### config.mk
export PLATFORM = sky130hd
export DESIGN_NAME = dac_multi_ctrl
export DESIGN_NICKNAME = d
export VERILOG_FILES = /design/src/rtl/dac_multi_ctrl.sv
export SDC_FILE = /design/constraint.sdc
export NUM_CORES = 1
export LEC_CHECK = 0
export BUFFER_PORTS_ARGS = -buffer_cell sky130_fd_sc_hd__buf_2
export CAP_MARGIN = 25
export CORE_MARGIN = 2
export CORE_UTILIZATION = 60
export DETAILED_ROUTE_END_ITERATION = 6
export PLACE_DENSITY = 0.89
export SLEW_MARGIN = 5
export SYNTH_ARGS = -nofsm -noshare
export SYNTH_HDL_FRONTEND = slang
export SYNTH_SLANG_ARGS = --single-unit
### constraint.sdc
create_clock -name clk -period 2.8 [get_ports clk]
set_clock_uncertainty 0.15 [all_clocks]
set_input_delay 0.56 -clock clk [delete_from_list [all_inputs] [get_ports clk]]
set_output_delay 0.56 -clock clk [all_outputs]
set_load 0.05 [all_outputs]
### src/rtl/dac_multi_ctrl.sv
// Multi-channel parallel DAC write sequencer: per-channel setpoints with dirty
// tracking, timed CS/WR strobe sweeps and an optional simultaneous LDAC update.
module dac_multi_ctrl #(
    parameter int DW      = 8,
    parameter int NCH     = 2,
    parameter int T_GAP   = 200,
    parameter int T_SETUP = 4,
    parameter int T_WR    = 50,
    parameter int T_HOLD  = 30,
    localparam int CW     = (NCH > 1) ? $clog2(NCH) : 1
) (
    input  logic          clk,
    input  logic          rst,
    input  logic          cmd_valid,
    output logic          cmd_ready,
    input  logic [1:0]    cmd_op,
    input  logic [CW-1:0] cmd_ch,
    input  logic [DW-1:0] cmd_val,
    input  logic          sat_en,
    input  logic          sync_mode,
    output logic          dac_csn,
    output logic          dac_wrn,
    output logic          dac_ldacn,
    output logic [CW-1:0] dac_addr,
    output logic [DW-1:0] dac_d,
    output logic          busy,
    output logic          sweep_done,
    output logic          sat_hit
);
    localparam int PW    = CW + 1;
    localparam int T_M1  = (T_GAP > T_SETUP) ? T_GAP : T_SETUP;
    localparam int T_M2  = (T_WR > T_HOLD) ? T_WR : T_HOLD;
    localparam int T_MAX = (T_M1 > T_M2) ? T_M1 : T_M2;
    localparam int CNTW  = $clog2(T_MAX + 1);

    localparam logic [CNTW-1:0] GAP_LAST   = CNTW'(T_GAP - 1);
    localparam logic [CNTW-1:0] SETUP_LAST = CNTW'(T_SETUP - 1);
    localparam logic [CNTW-1:0] WR_LAST    = CNTW'(T_WR - 1);
    localparam logic [CNTW-1:0] HOLD_LAST  = CNTW'(T_HOLD - 1);
    localparam logic [PW-1:0]   NCH_P      = PW'(NCH);

    typedef enum logic [2:0] {
        ST_GAP    = 3'd0,
        ST_SELECT = 3'd1,
        ST_SETUP  = 3'd2,
        ST_WRITE  = 3'd3,
        ST_HOLD   = 3'd4,
        ST_LATCH  = 3'd5
    } state_e;

    // Returns {clamped, result}; the clamp flag is only raised when sat is set.
    function automatic logic [DW:0] arith(input logic [1:0] op, input logic [DW-1:0] a,
                                          input logic [DW-1:0] b, input logic sat);
        logic [DW:0] ext;
        logic [DW:0] res;
        ext = '0;
        res = {1'b0, a};
        case (op)
            2'b00: res = {1'b0, b};
            2'b01: begin
                ext = {1'b0, a} + {1'b0, b};
                res = (ext[DW] && sat) ? {1'b1, {DW{1'b1}}} : {1'b0, ext[DW-1:0]};
            end
            2'b10: begin
                ext = {1'b0, a} - {1'b0, b};
                res = (ext[DW] && sat) ? {1'b1, {DW{1'b0}}} : {1'b0, ext[DW-1:0]};
            end
            default: res = {1'b0, a};
        endcase
        return res;
    endfunction

    state_e          state_q, state_d;
    logic [CNTW-1:0] cnt_q, cnt_d;
    logic [PW-1:0]   ptr_q, ptr_d;
    logic            wrote_q, wrote_d;
    logic [DW-1:0]   sp_q [NCH];
    logic [DW-1:0]   sp_d [NCH];
    logic [NCH-1:0]  dirty_q, dirty_d;
    logic [CW-1:0]   addr_q, addr_d;
    logic [DW-1:0]   data_q, data_d;
    logic            csn_q, csn_d, wrn_q, wrn_d, ldacn_q, ldacn_d;
    logic            busy_q, busy_d, done_q, done_d, sat_q, sat_d, ready_q;

    logic            cmd_acc_s;
    logic [DW:0]     op_res_s;
    logic            sel_found_s;
    logic [CW-1:0]   sel_ch_s;
    logic            latch_s;

    // Command acceptance and the arithmetic result for the addressed channel.
    always_comb begin
        cmd_acc_s = cmd_valid && ready_q && (cmd_op != 2'b11) && ({1'b0, cmd_ch} < NCH_P);
        op_res_s  = arith(cmd_op, sp_q[cmd_ch], cmd_val, sat_en);
    end

    // Lowest dirty channel at or above the sweep pointer.
    always_comb begin
        sel_found_s = 1'b0;
        sel_ch_s    = '0;
        for (int i = NCH - 1; i >= 0; i--) begin
            sel_ch_s    = (dirty_q[i] && (PW'(i) >= ptr_q)) ? CW'(i) : sel_ch_s;
            sel_found_s = sel_found_s | (dirty_q[i] && (PW'(i) >= ptr_q));
        end
    end

    // Sweep sequencing: state, phase counter, pointer and written flag.
    always_comb begin
        state_d = state_q;
        cnt_d   = cnt_q + CNTW'(1);
        ptr_d   = ptr_q;
        wrote_d = wrote_q;
        latch_s = 1'b0;
        case (state_q)
            ST_GAP: begin
                if (cnt_q == GAP_LAST) begin
                    cnt_d   = '0;
                    state_d = (|dirty_q) ? ST_SELECT : ST_GAP;
                    ptr_d   = '0;
                    wrote_d = 1'b0;
                end else begin
                    state_d = ST_GAP;
                end
            end
            ST_SELECT: begin
                cnt_d = '0;
                if (sel_found_s) begin
                    state_d = ST_SETUP;
                    latch_s = 1'b1;
                    wrote_d = 1'b1;
                end else if (sync_mode && wrote_q) begin
                    state_d = ST_LATCH;
                end else begin
                    state_d = ST_GAP;
                end
            end
            ST_SETUP: begin
                if (cnt_q == SETUP_LAST) begin
                    cnt_d   = '0;
                    state_d = ST_WRITE;
                end else begin
                    state_d = ST_SETUP;
                end
            end
            ST_WRITE: begin
                if (cnt_q == WR_LAST) begin
                    cnt_d   = '0;
                    state_d = ST_HOLD;
                end else begin
                    state_d = ST_WRITE;
                end
            end
            ST_HOLD: begin
                if (cnt_q == HOLD_LAST) begin
                    cnt_d   = '0;
                    state_d = ST_SELECT;
                    ptr_d   = {1'b0, addr_q} + PW'(1);
                end else begin
                    state_d = ST_HOLD;
                end
            end
            ST_LATCH: begin
                if (cnt_q == WR_LAST) begin
                    cnt_d   = '0;
                    state_d = ST_GAP;
                end else begin
                    state_d = ST_LATCH;
                end
            end
            default: begin
                state_d = ST_GAP;
                cnt_d   = '0;
            end
        endcase
    end

    // Setpoints, dirty bits and the latched output bus; a same-cycle command re-dirties.
    always_comb begin
        sp_d    = sp_q;
        dirty_d = dirty_q;
        addr_d  = addr_q;
        data_d  = data_q;
        sat_d   = 1'b0;
        if (latch_s) begin
            addr_d            = sel_ch_s;
            data_d            = sp_q[sel_ch_s];
            dirty_d[sel_ch_s] = 1'b0;
        end else begin
            addr_d = addr_q;
        end
        if (cmd_acc_s) begin
            sp_d[cmd_ch]    = op_res_s[DW-1:0];
            dirty_d[cmd_ch] = 1'b1;
            sat_d           = op_res_s[DW];
        end else begin
            sat_d = 1'b0;
        end
    end

    // Strobe and status levels for the upcoming state.
    always_comb begin
        csn_d   = ~((state_d == ST_SETUP) || (state_d == ST_WRITE) || (state_d == ST_HOLD));
        wrn_d   = ~(state_d == ST_WRITE);
        ldacn_d = (state_d == ST_LATCH) ? 1'b0 : sync_mode;
        busy_d  = (state_d != ST_GAP);
        done_d  = (state_q != ST_GAP) && (state_d == ST_GAP);
    end

    // State and datapath registers; reset marks every channel dirty.
    always_ff @(posedge clk or negedge rst) begin
        if (!rst) begin
            state_q <= ST_GAP;
            cnt_q   <= '0;
            ptr_q   <= '0;
            wrote_q <= 1'b0;
            for (int i = 0; i < NCH; i++) sp_q[i] <= '0;
            dirty_q <= '1;
            addr_q  <= '0;
            data_q  <= '0;
            csn_q   <= 1'b1;
            wrn_q   <= 1'b1;
            ldacn_q <= 1'b1;
            busy_q  <= 1'b0;
            done_q  <= 1'b0;
            sat_q   <= 1'b0;
            ready_q <= 1'b0;
        end else begin
            state_q <= state_d;
            cnt_q   <= cnt_d;
            ptr_q   <= ptr_d;
            wrote_q <= wrote_d;
            for (int i = 0; i < NCH; i++) sp_q[i] <= sp_d[i];
            dirty_q <= dirty_d;
            addr_q  <= addr_d;
            data_q  <= data_d;
            csn_q   <= csn_d;
            wrn_q   <= wrn_d;
            ldacn_q <= ldacn_d;
            busy_q  <= busy_d;
            done_q  <= done_d;
            sat_q   <= sat_d;
            ready_q <= 1'b1;
        end
    end

    assign cmd_ready  = ready_q;
    assign dac_csn    = csn_q;
    assign dac_wrn    = wrn_q;
    assign dac_ldacn  = ldacn_q;
    assign dac_addr   = addr_q;
    assign dac_d      = data_q;
    assign busy       = busy_q;
    assign sweep_done = done_q;
    assign sat_hit    = sat_q;

endmodule

# Yosys cells after proc, flatten, opt, wreduce, memory -nomap -nowiden
# Cells that the tools add are included.
# op_classes
add_sub_neg	4
n_lt_le_gt_ge	9
n_eq_ne	19
n_mux	44
bitwise	8
reduce_logical	24
# op_table
operator	count
two-way mux 8 bit	11
case mux 8 bit (4 select lines)	1
case mux 9 bit (3 select lines)	1
two-way mux 9 bit	2
case mux 3 bit (6 select lines)	1
bitwise mux 16 bit	1
two-way mux 3 bit	5
two-way mux 1 bit	13
equality test 3 x 2 -> 1 bit, second input constant	4
equality test 3 bit, second input constant	4
logical AND 1 bit	11
adder 8 x 8 -> 9 bit	1
subtractor 8 x 8 -> 9 bit	1
adder 8 x 1 -> 8 bit, second input constant	1
demux 8 bit (select 1 bit)	1
equality test 8 x 2 -> 1 bit, second input constant	1
equality test 8 x 5 -> 1 bit, second input constant	1
equality test 8 x 6 -> 1 bit, second input constant	1
equality test 8 bit, second input constant	1
two-way mux 2 bit	4
!= test 2 bit, second input constant	4
zero test 3 bit	2
AND reduction 3 bit	2
nonzero test 3 bit	2
other kinds (22)	32
# totals
ff_bits	48
input_bits	16
output_inout_bits	16
wordCells	124

# Depth between registers and ports, before layout
# logic_depth
word_depth	13
mapped_depth	11
depth_no_buf	10

# Least setup slack after synthesis
# No wires, ideal clock.
# synth_path
kind	input to register
startpoint	input cmd_ch
endpoint	register sp_q[14] in the netlist's numbering
setup_time_ps	125
arrival_ps	2807
required_time_ps	2525
path_slack_ps	-282
cell_stages	9
n_path_buf	2
cell_sequence	buf_1 > mux2_2 > ha_1 > buf_2 > or4_4 > a21oi_1 > o21a_1 > o221ai_2 > mux2_2
# synth_between
elab_chain_len	9
elab_cells_between_ends	17
classes_between	2 x add/sub; 2 x order compare; 9 x mux; 1 x bitwise; 3 x reduce/logical
# synth_lines
item	line_no	rtl
start: declaration	17	input logic [CW-1:0] cmd_ch,
inverter 1 -> 2 bit (not written as such) (*)	94, 192	
two-way mux 8 bit (not written as such) (3 in series)	94	op_res_s = arith(cmd_op, sp_q[cmd_ch], cmd_val, sat_en);
subtractor 8 x 8 -> 9 bit or adder 8 x 8 -> 9 bit (tied branches)	65, 61	
logical AND 1 bit, on equally long branches	66, 62	
two-way mux 9 bit, on equally long branches	66, 62	
case mux 9 bit (3 select lines)	58	case (op)
bitwise mux 16 bit (*)	192	sp_d[cmd_ch] = op_res_s[DW-1:0];
end: declaration	77	logic [DW-1:0] sp_q [NCH];
# Every way passes the cells marked *; elsewhere a longest branch is shown, timed or not. The select of a mux whose other input is x is not followed.
# A chain may end at the register's enable or synchronous reset.

# Worst setup path in the final report
# layout_path
startpoint	input cmd_ch
endpoint	register sp_q[11] in the netlist's numbering
# The elaborated chain is that of the path after synthesis.

==> summary.md <==
| Metric | Value |
|---|---|
| Layout fillers | `343` |
| Die height | `around 78 um` |
| Area grow syn2layout | `21.46%` |
| Reg clk slew, reported paths | `~0.090 ns` |
| Post-synthesis net count | `389` |
| Antenna fix cells | `0` |
| Startpoint types | `input port` |
| Max-Cap Viols | `0` |
| H-tree depth | `2` |
| Routed wire length | `8754 um` |
| Area of the core | `5405 um2` |
| Final Slew Violations | `0` |
| Hold Buf Count CTS | `0` |
| Iter 0 DRT Violations | `around 300` |
| Simple-Gate Fraction of Synth Area | `18.50%` |
| Post-Synth Adder-Cell Area | `8.795%` |
| Worst Setup End Kind | `flop` |
| Slew @ Worst Pin | `0.5536 ns` |
| Pre-antenna DRT Iters | `5` |
| GRT Total Usage | `27.37%` |
| Share of layout cells above drive strength 1 | `around 32%` |
| Mapped Cells | `351` |
| Prevailing post-synth register cell | `dfrtp_1` |
| FF+latch count, synth | `48` |
| Total number of vias | `2981` |
| Yosys cell types | `67` |
| Share of the synthesized area in the top cell type | `32.60%` |
| Crit path arrival time | `between 2 and 3 ns` |
| Worst slack, placed | `-0.3665 ns` |
| IO Port Bufs | `31` |
| Period utilisation layout | `99.01%` |
| Placer congestion estimate | `between 0.9 and 1` |
| Endpoints failing setup | `0` |
| Async set-or-reset flop fraction in the synthesized netlist | `between 90% and 100%` |
| Endpoints failing hold | `0` |
| Total gr overflow | `0` |
| Hold slack | `between 0.03 and 0.04 ns` |
| Root Driver | `clkbuf_8` |
| Outcome | `complete, no violations` |
| Routed Antenna Nets | `0` |
| Mux contribution to synthesized area | `9.780%` |
| Leakage | `about 1.8 nW` |
| CTS max path bufs | `2` |
| Antenna violations before repair | `0` |
| Rel. slew slack | `roughly 63%` |
| Largest family of logic cells by synthesized area | `simple AND/OR/NAND/NOR gates` |
| Area leader, netlist | `dfrtp_1` |
| Final WS setup | `0.02773 ns` |
| Crit Path Max Fanout | `8` |
| HPWL Detailed | `6250 um` |
| CTS tree | `yes` |
| WL/cell | `roughly 18 um` |
| EDFF count, synth | `0` |
| Pin count of the biggest net entering global routing | `30` |
| Leading post-synthesis cells by cell area | `dfrtp_1 33%, ha_1 7.6%, mux2_2 6.1%, nand2_1 4.2%, dfstp_2 4.0%` |
| Peak Freq | `360.7 MHz` |
| Setup Crit Path Kind | `in2reg` |
| Critical-path cell list | `buf_6 -> mux2i_4 -> inv_1 -> ha_1 -> fa_2 -> a21oi_2 -> or4_4 -> a32oi_1 -> o21ai_1 -> o211ai_1 -> mux2_4` |
| Vias per cell | `6.121` |
| Die width | `around 78 um` |
| Commonest non-fill, non-tap cell in the layout | `dfrtp_1` |
| DRC viols | `0` |
| Post-synthesis compound-gate area fraction | `18.16%` |
| Peak supply drop | `around 0.0006 V` |
| Post-synthesis xor/xnor area fraction | `between 3 and 4%` |
| Final min period | `2.772 ns` |
| Starting Density | `61.06%` |
| First-pass GRT wire length | `13430 um` |
| Clk_lat worst skew | `0.31 ns` |
| Seq/Total Area, Yosys | `36.58%` |
| Crit path largest cell delay | `0.36 ns` |
| Std-Cell Rows | `27` |
| Clock sinks | `48` |
| Crit-path slowest cell | `fa_2` |
| Crit path buf inv count | `2` |
| Die footprint | `6111 um2` |
| P per Cell Area | `about 800 nW/um2` |
| Syn_area_per_cell | `9.404 um2` |
| HP Class | `in2async` |
| # IOs | `32` |
| Vias in the first global route | `2911` |
| CP delay by family, top | `compound AO/OA/AOI/OAI gates` |
| Post-Syn Area | `3301 um2` |
| Ys Warns | `0` |
| Most frequent cells in the layout | `43 x dfrtp_1, 39 x buf_4, 37 x nand2_1` |
| Worst EP required | `around 2.8 ns` |
| Total CTS buffers | `5` |
| Nets | `452` |
area by class of cell:
class	instances	area, um2	share of cell area, %
clock buffer	6	82.58	2.060
clock inverter	2	15.01	0.3745
inverter	21	78.83	1.966
multi-input combinational	268	2081	51.90
sequential	48	1207	30.12
tap	72	90.09	2.247
timing repair buffer	70	454.2	11.33
report_power, final:
group          internal (mW)  switching [mW]
Combinational          0.905           0.874
Clock                  0.200           0.236
Sequential             0.802           0.114
Total                   1.91            1.22
cell usage after synthesis (all sizes together) (2+ instances only):
cell      n
dfrtp    43
nand2    37
nor2     29
a21oi    22
inv      21
ha       20
mux2     18
o21ai    18
mux2i    12
buf       9
nand2b    8
nor2b     8
nand3     7
xor2      7
xnor2     6
and2      5
clkbuf    5
dfstp     5
o211ai    5
a22o      4
nor3b     4
a31oi     3
nor3      3
o2111ai   3
o21bai    3
or4       3
a21o      2
a221oi    2
a311oi    2
a41oi     2
fa        2
nand3b    2
nand4     2
nor4      2
o21a      2
o221ai    2
o22ai     2
o31ai     2
or2       2
what timing repair did:
| action | 4_1_cts | 5_1_grt |
|---|---|---|
| endpoints found under the setup margin | 4 | 15 |
| gates resized for setup | 2 | 13 |
| pin swaps | 1 | 2 |
| buffers inserted | 0 | 0 |
final timing paths:
kind / from / to / slack, ns / depth (start not counted)
worst max-delay path: cmd_ch / sp_q[11] / 0.03 / 11
worst min-delay path: rst / busy / 0.04 / 1
worst max register to register: sp_q[0] / sp_q[11] / 0.03 / 10
worst min register to register: dac_d[7] / dac_d[7] / 0.34 / 2
max in group asynchronous: rst / dirty_q[1] / 1.69 / 2
min in group clk: sync_mode / dac_ldacn / 0.32 / 2
cells by family after synthesis:
group           after synthesis
simple gates                119
compound gates               83
flops                        48
buf+inv                      35
mux                          30
fa+ha+maj                    22
xor+xnor                     13
other cells                   1
metrics by stage:
step / TNS (ns) / cells / power (mW) / utilization (%) / area, um2
after floorplan: 0 / 351 / 1.950 / - / 3392
after global placement: -3.313 / 479 / 2.453 / 71.02 / 3839
after detailed placement: -5.068 / 479 / 2.543 / 71.02 / 3839
after CTS: 0 / 487 / 2.978 / 72.94 / 3943
after global routing: -0.1344 / 487 / 3.298 / 74.17 / 4009
final: 0 / 487 / 3.132 / 74.17 / 4009
registers in the layout, summed over array words and instances, names as in the netlist, 2 cells and up:
signal	cells
cnt_q	8
dac_d	8
dirty_q	2
ptr_q	2
sp_q	16
state_q	3
routing by layer:
| metal | vias up | routed length (um) | global-route usage [%] |
|---|---|---|---|
| met5 | - | 0 | 0 |
| met4 | 0 | 280 | 10.00 |
| li1 | 1368 | - | - |
| met2 | 135 | 4370 | 47.07 |
| met1 | 1448 | 3575 | 35.87 |
| met3 | 30 | 528 | 2.874 |
(Power assumes the default switching activity.)
